### src/rtl/bcd_updown_counter.sv
// Multi-digit BCD up/down counter with parallel load, registered wrap and load-error pulses.
// One-cycle latency from any input to bcd/flags; no backpressure, a step is taken on every enabled edge.
module bcd_updown_counter #(
  parameter int DIGITS = 2
) (
  input  logic                  clk,
  input  logic                  rst,
  input  logic                  en,
  input  logic                  up,
  input  logic                  load,
  input  logic [4*DIGITS-1:0]   load_val,
  output logic [4*DIGITS-1:0]   bcd,
  output logic                  wrap,
  output logic                  load_err
);

  localparam int W = 4 * DIGITS;

  logic [W-1:0] bcd_q;
  logic [W-1:0] step_dat;
  logic         step_wrap;
  logic         load_ok;
  logic         wrap_q;
  logic         load_err_q;

  // Ripple carry/borrow across all digits; a carry out of the top digit is a wrap.
  always_comb begin
    logic       carry;
    logic [3:0] dig;
    step_dat = bcd_q;
    carry    = 1'b1;
    for (int i = 0; i < DIGITS; i++) begin
      dig = bcd_q[4*i +: 4];
      if (carry) begin
        if (up) begin
          if (dig == 4'd9) begin
            step_dat[4*i +: 4] = 4'd0;
          end else begin
            step_dat[4*i +: 4] = dig + 4'd1;
            carry              = 1'b0;
          end
        end else begin
          if (dig == 4'd0) begin
            step_dat[4*i +: 4] = 4'd9;
          end else begin
            step_dat[4*i +: 4] = dig - 4'd1;
            carry              = 1'b0;
          end
        end
      end
    end
    step_wrap = carry;
  end

  always_comb begin
    load_ok = 1'b1;
    for (int i = 0; i < DIGITS; i++) begin
      if (load_val[4*i +: 4] > 4'd9) begin
        load_ok = 1'b0;
      end
    end
  end

  // A rejected load leaves the count untouched so bcd never holds an illegal digit.
  always_ff @(posedge clk or posedge rst) begin
    if (rst) begin
      bcd_q      <= '0;
      wrap_q     <= 1'b0;
      load_err_q <= 1'b0;
    end else if (load) begin
      if (load_ok) begin
        bcd_q <= load_val;
      end
      wrap_q     <= 1'b0;
      load_err_q <= ~load_ok;
    end else if (en) begin
      bcd_q      <= step_dat;
      wrap_q     <= step_wrap;
      load_err_q <= 1'b0;
    end else begin
      wrap_q     <= 1'b0;
      load_err_q <= 1'b0;
    end
  end

  assign bcd      = bcd_q;
  assign wrap     = wrap_q;
  assign load_err = load_err_q;

endmodule
### config.mk
export PLATFORM = sky130hd
export DESIGN_NAME = bcd_updown_counter
export DESIGN_NICKNAME = d
export VERILOG_FILES = /design/src/rtl/bcd_updown_counter.sv
export SDC_FILE = /design/constraint.sdc
export NUM_CORES = 1
export LEC_CHECK = 0
export ABC_CLOCK_PERIOD_IN_PS = 1770
export CORE_MARGIN = 5
export CORE_UTILIZATION = 45
export CTS_BUF_LIST = sky130_fd_sc_hd__clkbuf_4 sky130_fd_sc_hd__clkbuf_8
export CTS_CLUSTER_SIZE = 10
export DETAILED_ROUTE_END_ITERATION = 12
export PLACE_DENSITY = 0.75
export SLEW_MARGIN = 5
export SYNTH_ARGS = -nofsm -noshare
export SYNTH_HDL_FRONTEND = slang
export SYNTH_SLANG_ARGS = --single-unit
### constraint.sdc
create_clock -name clk -period 1.77 [get_ports clk]
set_input_delay 0.354 -clock clk [delete_from_list [all_inputs] [get_ports clk]]
set_output_delay 0.354 -clock clk [all_outputs]
set_load 0.01 [all_outputs]
==> run metrics <==
initial antenna violation count 0; Required @ worst endpoint 1420 ps; Worst VDD drop 0.0005046 V; die area 2946 µm²; Setup WS pre-CTS -160.2 ps; Clock Sinks 10; Worst-path clk slew 80 ps; Max Fanout on Critical Path 11; Worst-Skew Late Latency 280 ps; CTS Buf Count 3; sequential area share after synthesis 28.37%; CTS HTree Levels 1; Synth async-reset ratio 100.0%; GRT overflow 0; vias per inst 5.789; chip height 54.28 µm; vias 932; I/O pin count 23; Final Skew 6.136 ps; Ys Warns 0; CTS root buf clkbuf_4; Setup CP Type reg -> out; Routed Antenna Nets 0; Post-synth EDFFs 0; slew at the pin with the worst max-slew slack 383.4 ps; share of cells above drive strength 1 20.90%; Hold WC Path Type in -> async; Unique masters post-synth 47; Row Count 16; worst setup margin 53.87 ps; Worst Setup Start Kind register; total track usage 17.09%; critical path, cell by cell clkdlybuf4s50_1; WL per Instance 14.68 µm; footprint of the multi-input gates 539.3 µm²; largest net degree at the start of global routing 14; vias in the first global route 786; Die Width 54.28 µm; Post-Syn Area per Cell 8.564 µm²; critical path arrival 1360 ps; hold buffer count at cts 0; endpoints failing setup 0; crit path capture type output pin; Mapped Cells 103; CP delay by family, top buffers and inverters; Reg area 256.5 µm²; top_reg_cell synth dfrtp_1; unrepaired setup endpoints after global routing false; first-pass GRT wire length 3.650 mm; register bit total from synthesis 10; clk buf depth 2; Pre-Repair DR Iteration Count 4; drt total wl 2.363 mm; # Max-Cap Violations 0; # fillers 184; DRT iter0 DRCs 32; # nets final 148; # DRC 0; area grow syn2layout 38.01%; Crit path buffers/inverters 1; Slowest Stage Delay on Critical Path 580 ps; leak pwr 0.5081 nW; I/O Buffers 22; Fin Setup TNS 0 ps; slowest CP cell clkdlybuf4s50_1; GP Congestion 0.8440; final slew viol count 0; fmax 0.5827 GHz; dpl hpwl 1.705 mm; final hold violation count 0; core area 1922 µm²; Cell Area, Synth 882.1 µm²; Power Dens Cells 1050 nW/µm²; TritonCTS clock tree yes; period utilization 96.96%; n_diodes 0; slew margin rel. 74.41%; Synthesized Nets 116; fin crit period 1716 ps; Post-CTS Setup Inserts 0; status complete, no violations; Initial Util 45.90%
[cell type report]
type / instances / share of cell area, %
Sequential cell: 10 / 21.07
Timing Repair Buffer: 36 / 26.72
Multi-Input combinational cell: 77 / 44.30
Tap cell: 27 / 2.775
Inverter: 7 / 2.158
Clock buffer: 4 / 2.980
[cells by family after synthesis]
kind of cell              Yosys count  synth area share, %
buffers and inverters              16                10.50
xor gates and xnor gates            4                3.972
DFF                                10                28.37
and+or+nand+nor                    36                26.67
muxes                               3                3.546
AOI/OAI and AO/OA                  34                26.95
[worst reg2reg max path: cells and delay by family (launching register included)]
| family | cells | cell delay, ps |
|---|---|---|
| flops | 1 | 500 |
| mux | 1 | 340 |
| simple gates | 3 | 620 |
[flip-flops by register name (all words and copies together) (netlist names)]
signal	cells
bcd	8
wrap	1
load_err	1
[synth_stat cells (all sizes together) (2+ instances only)]
cell    number  area, µm²
mux2i        2      20.02
nor4         2      27.53
a21boi       2      15.02
nor3         3      15.01
nor2         6      22.52
a41oi        3      26.28
nand2        4      15.01
dfrtp       10      250.2
a21oi        3      15.01
nor2b        4      25.02
nand3        6      40.04
a211oi       2      15.01
o22ai        2      12.51
inv          7      26.28
a21o         3      22.52
xnor2        3      26.28
o21ai        9      45.04
buf          9      66.31
[metal layers]
metal	up-vias	track usage (%)	routed length, µm
met5	-	0	0
met4	0	8.714	32
met3	3	0.8174	215
met2	53	28.29	1134
met1	425	22.45	980
li1	451	-	-
[stage by stage]
step / hold WS, ps / instance area [µm²] / instances / total power, mW / util [%]
floorplan: 194.2 / 882.1 / 103 / 0.7943 / -
global placement: 579.3 / 1175 / 157 / 1.001 / 61.13
detailed placement: 585.7 / 1175 / 157 / 1.021 / 61.13
CTS: 357.9 / 1214 / 161 / 1.255 / 63.15
global route: 399.0 / 1217 / 161 / 1.339 / 63.35
finish: 336.4 / 1217 / 161 / 1.278 / 63.35
[report_power, final]
group	switching, mW	internal (mW)	total [mW]
clock network	0.0974	0.125	0.223
registers	0.161	0.298	0.459
logic	0.259	0.337	0.596
[path summary, 6_finish.rpt]
path,end,startpoint,cells after the start,slack (ps)
max,bcd[2],bcd[2],1,50
min,wrap,rst,2,340
max reg2reg,bcd[7],bcd[1],4,200
min reg2reg,wrap,bcd[5],1,580
max in group asynchronous,bcd[7],rst,2,1130
min in group clk,wrap,bcd[5],1,580
[layout by cell type, fill, tap and decap left out, drive strengths merged, types with 3 or more instances in the layout]
cell	instances
dfrtp	10
a21o	3
o21ai	9
inv	7
nand2	4
nor3	3
clkbuf	4
nand3	6
a21oi	3
xnor2	3
buf	14
nor2b	4
a41oi	3
clkdlybuf4s50	22
nor2	6
[timing repair]
| action | CTS | global route |
|---|---|---|
| cloned | 0 | 0 |
| setup endpoints to repair | 2 | 3 |
| gates resized for setup | 2 | 3 |
No activity file was read; power rests on OpenSTA's default activity.
